$ cat config.mk
export PLATFORM = sky130hd
export DESIGN_NAME = debounce
export DESIGN_NICKNAME = d
export VERILOG_FILES = /design/src/rtl/debounce_sync_ff.sv /design/src/rtl/debounce.sv
export SDC_FILE = /design/constraint.sdc
export NUM_CORES = 1
export LEC_CHECK = 0
export ABC_AREA = 1
export ABC_CLOCK_PERIOD_IN_PS = 1400
export BUFFER_PORTS_ARGS = -buffer_cell sky130_fd_sc_hd__buf_2
export CELL_PAD_IN_SITES_DETAIL_PLACEMENT = 1
export CELL_PAD_IN_SITES_GLOBAL_PLACEMENT = 1
export CORE_AREA = 2 2 39 41
export DETAILED_ROUTE_END_ITERATION = 12
export DIE_AREA = 0 0 41 43
export PLACE_DENSITY = 0.46
export SLEW_MARGIN = 20
export SYNTH_ARGS = -nofsm -noshare
export SYNTH_HDL_FRONTEND = slang
export SYNTH_SLANG_ARGS = --single-unit
$ cat constraint.sdc
create_clock -name clk -period 1.4 [get_ports clk]
set_input_delay 0.07 -clock clk [delete_from_list [all_inputs] [get_ports clk]]
set_output_delay 0.07 -clock clk [all_outputs]
set_load 0.05 [all_outputs]
$ cat src/rtl/debounce_sync_ff.sv
// sync_ff: multi-stage single-bit synchronizer with async active-high reset.
module sync_ff #(
  parameter int STAGES = 2
) (
  input  logic clk,
  input  logic rst,
  input  logic d,
  output logic q
);
  logic [STAGES-1:0] sync_q;
  always_ff @(posedge clk or posedge rst)
    if (rst) sync_q <= '0;
    else     sync_q <= {sync_q[STAGES-2:0], d};
  assign q = sync_q[STAGES-1];
endmodule

$ cat src/rtl/debounce.sv
// debounce: synchronizes a noisy input and changes q only after N agreeing samples.
module debounce #(
  parameter int N           = 4,
  parameter int SYNC_STAGES = 2
) (
  input  logic clk,
  input  logic rst,
  input  logic d,
  output logic q
);
  logic         ds;
  logic [N-1:0] sr_q, sr_d;
  logic         q_q, q_d;
  sync_ff #(.STAGES(SYNC_STAGES)) u_sync (.clk(clk), .rst(rst), .d(d), .q(ds));
  // Mixed sample history holds the previous settled level.
  always_comb begin
    sr_d = {sr_q[N-2:0], ds};
    q_d  = &sr_q ? 1'b1 : ~|sr_q ? 1'b0 : q_q;
  end
  always_ff @(posedge clk or posedge rst)
    if (rst) begin
      sr_q <= '0;
      q_q  <= 1'b0;
    end else begin
      sr_q <= sr_d;
      q_q  <= q_d;
    end
  assign q = q_q;
endmodule

==> reports/metrics.csv, run 1 <==
stage,metric,value,unit
pwr,p_seq_frac,0.504,
sta,rsz0062_at_grt,no,
detailed_routing,avgViaCountPerCell,3.31,
worst_setup_path,arrival,0.84,ns
placement,io_buffers,3,
clock_network,cts_hold_buffers,2,
clock_network,path_clk_slew,0.05,ns
yosys,syn_avg_cell_area,14.6,um2
final_layout,fill_cells,163,
yosys,ys_seq_area_frac,0.859,
sta,relSlewSlack,0.828,
clock_network,h-tree-depth,1,
yosys,syn_inst,14,
pwr,p_per_area,1560,mW/mm2
global_route,grtUsageTotal,0.0589,
die,fp.dieW,41,um
die,die_y,43,um
worst_setup_path,crit_path_cell_trace,buf_2,
pwr,combPwrFrac,0.098,
final_layout,fin_nets,27,
pwr,p_sw,0.107,mW
clock_network,cts_resized,0,
worst_setup_path,cp_max_fo,2,
global_route,grt_pass1_vias,167,
yosys,synth_async_sr_flop_share,1.00,
worst_setup_path,path_buf_inv,1,
job,max_cap_violations,0,
clock_network,cts_tree,built,
sta,drv_slew,0,
global_route,grt_max_degree,8,
sta,tns,0,ns
placement,dp_cells,33,
final_layout,drive_gt1_frac,0.261,
yosys,synth.most_common_cell,dfrtp_1,
pwr,p_leak,0.135,nW
yosys,yosysTopAreaCellShare,0.859,
yosys,syn-num-nets,17,
detailed_routing,first_pass_iters,1,
sta,setup_viol,0,
sta,period_share,0.653,
global_route,gr-total-overflow,0,
placement,gp_congestion,0.584,
final_layout,instances_no_fill,39,
detailed_routing,ant_nets,0,
hold_path,hold_class,input pin to asynchronous set/reset pin,
pwr,power.share.clock,0.398,
worst_setup_path,worstSetupPathType,register to output port,
detailed_routing,drc,0,
detailed_routing,first_iter_violations,0,
global_route,gr-usage-met3,0.0314,
worst_setup_path,slowest_delay,0.34,ns
detailed_routing,vias,129,
clock_network,cts_sinks,7,
pwr,switching_share,0.241,
die,die_area,0.00176,mm2
worst_setup_path,start_kind,register,
sta,timing.fmax,1090,MHz
yosys,synth_ff_type,dfrtp_1,
die,design.portCount,4,
worst_setup_path,cp_top_family,flip-flops,
sta,tightest_slew,0.258,ns
yosys,ys_seq_elements,7,
global_route,grt_use_met2,0.0750,
detailed_routing,routedWlPerCell,8.08,um
detailed_routing,routed_wirelength,315,um
worst_setup_path,cpMaxStageDelayCell,dfrtp_1,
final_layout,syn_to_final_growth,39.9,%
clock_network,clock_tree.buffer_depth,2,
yosys,synth_top_cells_by_count,"7 x dfrtp_1, 3 x nand2_1, 2 x nor2_1, 1 x inv_1, 1 x nand4_1",
die,rows,14,
die,core,0.00138,mm2
worst_setup_path,cp_data_required_time,1.33,ns
clock_network,cts_setup_buffers,0,
die,start_util,0.147,
placement,dp_hpwl,223,um
sta,fin_crit,0.915,ns
yosys,yosysWarnings,0,
clock_network,cts_buffers,3,
global_route,antenna_found_initial,0,
yosys,syn-cell-area,204,um2
clock_network,clock-root-buffer,clkbuf_4,
worst_setup_path,endpoint_kind,output port,
global_route,busiest_layer,met2,
final_layout,diodes,0,
pwr,peakVddDrop,322,uV
yosys,yosys.area.top_type,dfrtp_1,
yosys,synth.area.top_cells,"dfrtp_1 86%, nand2_1 5.5%, nor2_1 3.7%",
global_route,met1_usage,0.0633,
yosys,synth_edf_count,0,
sta,finalHoldViolCount,0,
clock_network,clkLatencyLatePin,0.24,ns
pwr,finalPower,0.446,mW
pwr,internal_power,0.338,mW
sta,skew,0.00211,ns
global_route,grt_pass1_wl,627,um
yosys,synth_cell_type_count,5,
run_status,outcome,"finished, final reports clean",
state kept, by name, summed over array words and instances (netlist names):
name,count
u_sync.sync_q,2
q,1
sr_q,4
logic make-up (layout without fill, tap and decap cells):
| kind of cell | count (synthesis) | in the layout | synth area share |
|---|---|---|---|
| flops | 7 | 7 | 0.859 |
| simple gates | 6 | 6 | 0.123 |
| buf+inv | 1 | 10 | 0.0184 |
placed cells by master (no fill, tap or decap), drive strengths merged:
| master | instances |
|---|---|
| nor2 | 2 |
| nand2 | 3 |
| inv | 1 |
| dfrtp | 7 |
| nand4 | 1 |
| buf | 3 |
| clkbuf | 4 |
| dlygate4sd3 | 2 |
final timing paths:
check | start | endpoint | slack [ns] | cells after the start
max reg2reg | sr_q[1]$_DFF_PP0_ | q$_DFFE_PP0P_ | 0.65 | 4
max | q$_DFFE_PP0P_ | q | 0.49 | 1
min reg2reg | u_sync.sync_q[0]$_DFF_PP0_ | u_sync.sync_q[1]$_DFF_PP0_ | 0.35 | 0
min in group clk | u_sync.sync_q[0]$_DFF_PP0_ | u_sync.sync_q[1]$_DFF_PP0_ | 0.35 | 0
min | rst | sr_q[1]$_DFF_PP0_ | 0.28 | 3
max in group asynchronous | rst | sr_q[3]$_DFF_PP0_ | 0.91 | 3
power groups by stage:
stage	sequential, mW	combinational (mW)	clock, mW
after floorplan	0.247	0.00910	0
after global placement	0.227	0.0395	0
after detailed placement	0.229	0.0403	0
after CTS	0.225	0.0445	0.187
after global routing	0.227	0.0489	0.202
final	0.225	0.0435	0.177
final cells by class:
type | count | area (um2) | area share
clock buffers | 4 | 26.3 | 0.0921
inverters | 1 | 3.75 | 0.0132
multi-input cells | 6 | 25.0 | 0.0877
flip-flops and latches | 7 | 175 | 0.614
well taps | 16 | 20.0 | 0.0702
repair buffers | 5 | 35.0 | 0.123
metal layers:
metal | vias up | share of wire
met4 | 0 | 0
met1 | 65 | 0.42
met2 | 4 | 0.51
met3 | 0 | 0.067
li1 | 60 | -
met5 | - | 0
per-stage QoR:
stage	area [um2]	util	worst slack, ns	hold slack, ns
after floorplan	204	-	0.568	-0.127
after global placement	239	0.173	0.662	-0.00741
after detailed placement	239	0.173	0.652	0.00947
after CTS	285	0.206	0.468	0.289
after global routing	285	0.206	0.427	0.323
final	285	0.206	0.485	0.285
(Power assumes the default switching activity.)
==> run 2, diff against run 1 <==
--- a/config.mk
+++ b/config.mk
@@ -6,7 +6,7 @@
 export NUM_CORES = 1
 export LEC_CHECK = 0
 export ABC_AREA = 1
-export ABC_CLOCK_PERIOD_IN_PS = 1400
+export ABC_CLOCK_PERIOD_IN_PS = 920
 export BUFFER_PORTS_ARGS = -buffer_cell sky130_fd_sc_hd__buf_2
 export CELL_PAD_IN_SITES_DETAIL_PLACEMENT = 1
 export CELL_PAD_IN_SITES_GLOBAL_PLACEMENT = 1
==> constraint.sdc (replaced) <==
create_clock -name clk -period 0.92 [get_ports clk]
set_input_delay 0.046 -clock clk [delete_from_list [all_inputs] [get_ports clk]]
set_output_delay 0.046 -clock clk [all_outputs]
set_load 0.05 [all_outputs]
==> run 2 against run 1 <==
Utilization up 0.18 points. Count of clock-buffer cells in the layout stayed put. Non-clock buffer count stayed put. Cell area is 0.88% higher. Clock power up 56%. Hold slack worse by 0.022 ns. Sequential cell count unchanged. Critical endpoint unchanged. Largest power group unchanged.
==> reports/metrics.csv, run 2 (synthesized netlist as in run 1, its figures left out) <==
stage,metric,value,unit
clock_network,cts_buffers,3,
worst_setup_path,cp_max_fo,2,
sta,skew,0.00188,ns
detailed_routing,first_iter_violations,0,
global_route,grtUsageTotal,0.0671,
clock_network,h-tree-depth,1,
final_layout,drive_gt1_frac,0.261,
global_route,gr-usage-met3,0.0785,
sta,setup_viol,0,
sta,tightest_slew,0.256,ns
die,fp.dieW,41,um
worst_setup_path,cpMaxStageDelayCell,dfrtp_1,
final_layout,syn_to_final_growth,41.1,%
detailed_routing,first_pass_iters,1,
die,die_area,0.00176,mm2
final_layout,fin_nets,27,
clock_network,clkLatencyLatePin,0.25,ns
detailed_routing,vias,131,
global_route,grt_pass1_vias,152,
worst_setup_path,endpoint_kind,output port,
sta,rsz0062_at_grt,no,
worst_setup_path,arrival,0.81,ns
worst_setup_path,cp_data_required_time,0.87,ns
clock_network,clock_tree.buffer_depth,2,
detailed_routing,drc,0,
pwr,p_leak,0.136,nW
global_route,grt_max_degree,8,
clock_network,cts_tree,built,
worst_setup_path,crit_path_cell_trace,buf_4,
global_route,antenna_found_initial,0,
die,core,0.00138,mm2
sta,tns,0,ns
detailed_routing,avgViaCountPerCell,3.36,
hold_path,hold_class,input pin to asynchronous set/reset pin,
worst_setup_path,cp_top_family,flip-flops,
placement,gp_congestion,0.584,
sta,worst_slack,0.0686,ns
sta,drv_slew,0,
final_layout,largest_reg_flops,4,
global_route,busiest_layer,met3,
global_route,grt_use_met2,0.0656,
placement,place_area,239,um2
global_route,grt_pass1_wl,627,um
final_layout,diodes,0,
global_route,gr-total-overflow,0,
placement,io_buffers,3,
die,rows,14,
final_layout,largest_register,sr_q,
worst_setup_path,slowest_delay,0.37,ns
worst_setup_path,worstSetupPathType,register to output port,
detailed_routing,ant_nets,0,
die,design.portCount,4,
pwr,p_per_area,2390,mW/mm2
final_layout,final_cell_mix,"7 x dfrtp_1, 3 x nand2_1, 3 x clkbuf_4",
worst_setup_path,path_buf_inv,1,
sta,hold_ws,0.263,ns
placement,place_ws,0.154,ns
sta,timing.fmax,1170,MHz
global_route,met1_usage,0.0702,
detailed_routing,routedWlPerCell,8.21,um
clock_network,clock-root-buffer,clkbuf_4,
die,die_y,43,um
sta,finalHoldViolCount,0,
sta,relSlewSlack,0.829,
worst_setup_path,start_kind,register,
die,start_util,0.147,
final_layout,layout_commonest_cell,dfrtp_1,
final_layout,finish.instance_area,288,um2
pwr,peakVddDrop,624,uV
job,max_cap_violations,0,
clock_network,cts_sinks,7,
sta,period_share,0.925,
clock_network,path_clk_slew,0.05,ns
run_status,outcome,"finished, final reports clean",
sta,fin_crit,0.851,ns
detailed_routing,routed_wirelength,320,um
-- run 2: metrics by stage --
stage / std cells / utilization / power (mW)
2_1_floorplan: 14 / - / 0.389
3_3_place_gp: 33 / 0.173 / 0.405
3_5_place_dp: 33 / 0.173 / 0.408
4_1_cts: 39 / 0.206 / 0.709
5_1_grt: 39 / 0.208 / 0.749
6_report: 39 / 0.208 / 0.689
-- run 2: layer usage --
layer / wire length, um / up-vias
met5: 0 / -
met1: 149 / 62
li1: - / 63
met3: 22 / 2
met4: 7 / 0
met2: 141 / 4
-- run 2: where the power goes --
part	switching, mW	internal [mW]	leakage, nW
combinational	0.0469	0.0245	0.0394
sequential	0.0113	0.330	0.0817
clock	0.111	0.165	0.0150
-- run 2: worst register-to-register path, stage by stage, from the launching register on --
cell	delay (ns)
dfrtp_1	0.39
nor2_1	0.11
nand2_1	0.06
nand2_1	0.05
nand2_1	0.04
-- run 2: worst paths after layout --
path	start	to	slack, ns	cells past startpoint
max	q$_DFFE_PP0P_	q	0.07	1
min	rst	u_sync.sync_q[1]$_DFF_PP0_	0.26	3
max reg2reg	sr_q[2]$_DFF_PP0_	q$_DFFE_PP0P_	0.16	4
min reg2reg	u_sync.sync_q[0]$_DFF_PP0_	u_sync.sync_q[1]$_DFF_PP0_	0.35	0
max in group asynchronous	rst	sr_q[1]$_DFF_PP0_	0.45	3
min in group clk	u_sync.sync_q[0]$_DFF_PP0_	u_sync.sync_q[1]$_DFF_PP0_	0.35	0
-- run 2: layout make-up --
class	instances	area (um2)
clock buffer	4	26.3
fill	157	1100
inverter	1	3.75
multi-input combinational	6	25.0
sequential	7	175
tap	16	20.0
timing repair buffer	5	37.5
-- run 2: what timing repair did --
item,CTS,global route
hold endpoints to repair,8,0
setup buffers,0,0
hold buffers,2,0
endpoints found under the setup margin,0,1
gates resized for setup,0,2
==> run 3, diff against run 2 <==
--- a/config.mk
+++ b/config.mk
@@ -6,7 +6,7 @@
 export NUM_CORES = 1
 export LEC_CHECK = 0
 export ABC_AREA = 1
-export ABC_CLOCK_PERIOD_IN_PS = 920
+export ABC_CLOCK_PERIOD_IN_PS = 1000
 export BUFFER_PORTS_ARGS = -buffer_cell sky130_fd_sc_hd__buf_2
 export CELL_PAD_IN_SITES_DETAIL_PLACEMENT = 1
 export CELL_PAD_IN_SITES_GLOBAL_PLACEMENT = 1
==> constraint.sdc (replaced) <==
create_clock -name clk -period 1 [get_ports clk]
set_input_delay 0.05 -clock clk [delete_from_list [all_inputs] [get_ports clk]]
set_output_delay 0.05 -clock clk [all_outputs]
set_load 0.05 [all_outputs]
==> run 3 against run 2 <==
Total power is 8.7% lower. First-iteration DRC count stayed put. Hold slack better by 0.0040 ns. Die area stayed put.
==> reports/metrics.csv, run 3 (synthesized netlist as in run 1, its figures left out) <==
stage,metric,value,unit
placement,gp_congestion,0.584,
worst_setup_path,cp_data_required_time,0.95,ns
global_route,antenna_found_initial,0,
sta,drv_slew,0,
clock_network,cts_sinks,7,
global_route,grtUsageTotal,0.0671,
worst_setup_path,cpMaxStageDelayCell,dfrtp_1,
clock_network,h-tree-depth,1,
pwr,p_per_area,2200,mW/mm2
final_layout,finish.instance_area,285,um2
placement,io_buffers,3,
worst_setup_path,crit_path_cell_trace,buf_2,
placement,dp_cells,33,
sta,rsz0062_at_grt,no,
worst_setup_path,cp_max_fo,2,
worst_setup_path,endpoint_kind,output port,
detailed_routing,vias,131,
die,die_y,43,um
worst_setup_path,reg2reg_slack,0.24,ns
run_status,outcome,"finished, final reports clean",
sta,tightest_slew,0.256,ns
clock_network,cts_setup_buffers,0,
global_route,grt_max_degree,8,
final_layout,largest_reg_flops,4,
die,core,0.00138,mm2
detailed_routing,ant_nets,0,
final_layout,fill_cells,157,
worst_setup_path,cp_top_family,flip-flops,
pwr,combPwrFrac,0.097,
pwr,peakVddDrop,573,uV
clock_network,cts_tree,built,
pwr,internal_power,0.474,mW
detailed_routing,first_iter_violations,0,
worst_setup_path,reg2reg_to,q$_DFFE_PP0P_,
clock_network,cts_resized,0,
worst_setup_path,r2r_start,sr_q[2]$_DFF_PP0_,
global_route,grt_pass1_vias,152,
clock_network,cts_buffers,3,
pwr,power.share.clock,0.404,
detailed_routing,first_pass_iters,1,
pwr,p_seq_frac,0.499,
final_layout,layout_commonest_cell,dfrtp_1,
worst_setup_path,path_buf_inv,1,
die,fp.dieW,41,um
worst_setup_path,worstSetupPathType,register to output port,
die,rows,14,
clock_network,path_clk_slew,0.05,ns
worst_setup_path,reg2reg_depth,4,
sta,finalHoldViolCount,0,
final_layout,drive_gt1_frac,0.261,
worst_setup_path,slowest_delay,0.33,ns
sta,timing.fmax,1130,MHz
hold_path,hold_class,input pin to asynchronous set/reset pin,
clock_network,clock-root-buffer,clkbuf_4,
die,start_util,0.147,
pwr,p_sw,0.155,mW
placement,place_area,239,um2
final_layout,syn_to_final_growth,39.9,%
die,die_area,0.00176,mm2
detailed_routing,routed_wirelength,320,um
clock_network,clock_tree.buffer_depth,2,
pwr,switching_share,0.246,
final_layout,fin_nets,27,
sta,fin_crit,0.888,ns
pwr,p_leak,0.135,nW
sta,skew,0.00188,ns
job,max_cap_violations,0,
clock_network,clkLatencyLatePin,0.25,ns
detailed_routing,routedWlPerCell,8.21,um
global_route,gr-total-overflow,0,
sta,setup_viol,0,
detailed_routing,avgViaCountPerCell,3.36,
sta,tns,0,ns
detailed_routing,drc,0,
sta,period_share,0.888,
die,design.portCount,4,
final_layout,final_cell_mix,"7 x dfrtp_1, 3 x nand2_1, 3 x clkbuf_4, 3 x buf_2",
final_layout,diodes,0,
worst_setup_path,arrival,0.84,ns
sta,relSlewSlack,0.829,
global_route,grt_pass1_wl,627,um
final_layout,instances_no_fill,39,
worst_setup_path,start_kind,register,
final_layout,largest_register,sr_q,
==> run 3: layer usage <==
layer | wire length [um] | up-vias | global-route usage
li1 | - | 63 | -
met1 | 149 | 62 | 0.0702
met2 | 140 | 4 | 0.0656
met3 | 22 | 2 | 0.0785
met4 | 7 | 0 | 0.0600
met5 | 0 | - | 0
==> run 3: power groups by stage <==
| stage | Clock (mW) | Sequential, mW | Combinational (mW) |
|---|---|---|---|
| 2_1_floorplan | 0 | 0.345 | 0.0127 |
| 3_3_place_gp | 0 | 0.318 | 0.0551 |
| 3_5_place_dp | 0 | 0.319 | 0.0561 |
| 4_1_cts | 0.275 | 0.314 | 0.0623 |
| 5_1_grt | 0.300 | 0.316 | 0.0679 |
| 6_report | 0.254 | 0.314 | 0.0610 |
==> run 3: worst max path at each step <==
stage | slack, ns | from | to | cells after the start
4_1_cts | 0.09 | q$_DFFE_PP0P_ | q | 1
5_1_grt | 0.05 | q$_DFFE_PP0P_ | q | 1
6_report | 0.11 | q$_DFFE_PP0P_ | q | 1
2_1_floorplan | 0.17 | q$_DFFE_PP0P_ | q$_DFFE_PP0P_ | 2
3_3_place_gp | 0.26 | sr_q[1]$_DFF_PP0_ | q$_DFFE_PP0P_ | 4
3_5_place_dp | 0.23 | sr_q[3]$_DFF_PP0_ | q$_DFFE_PP0P_ | 4
==> run 3: area by class of cell <==
class                      count  area, um2  area share
clock buffer                   4       26.3      0.0921
inverter                       1       3.75      0.0132
multi-input combinational      6       25.0      0.0877
sequential                     7        175       0.614
tap                           16       20.0      0.0702
timing repair buffer           5       35.0       0.123
==> run 3: per-stage QoR <==
| step | util | hold slack [ns] | total power, mW | setup WS (ns) |
|---|---|---|---|---|
| after detailed placement | 0.173 | -0.0128 | 0.375 | 0.234 |
| after CTS | 0.206 | 0.264 | 0.652 | 0.0877 |
| after floorplan | - | -0.147 | 0.358 | 0.168 |
| after global routing | 0.206 | 0.296 | 0.684 | 0.0538 |
| final | 0.206 | 0.267 | 0.629 | 0.112 |
| after global placement | 0.173 | -0.0271 | 0.373 | 0.265 |
==> run 3: what timing repair did <==
| item | in CTS | in global routing |
|---|---|---|
| hold buffers | 2 | 0 |
| endpoints found under the hold margin | 8 | 0 |
| setup endpoints to repair | 0 | 0 |
==> run 3: tightest hold or removal path, delay by kind of cell <==
family | cells | cell delay (ns)
buffers and inverters | 3 | 0.85
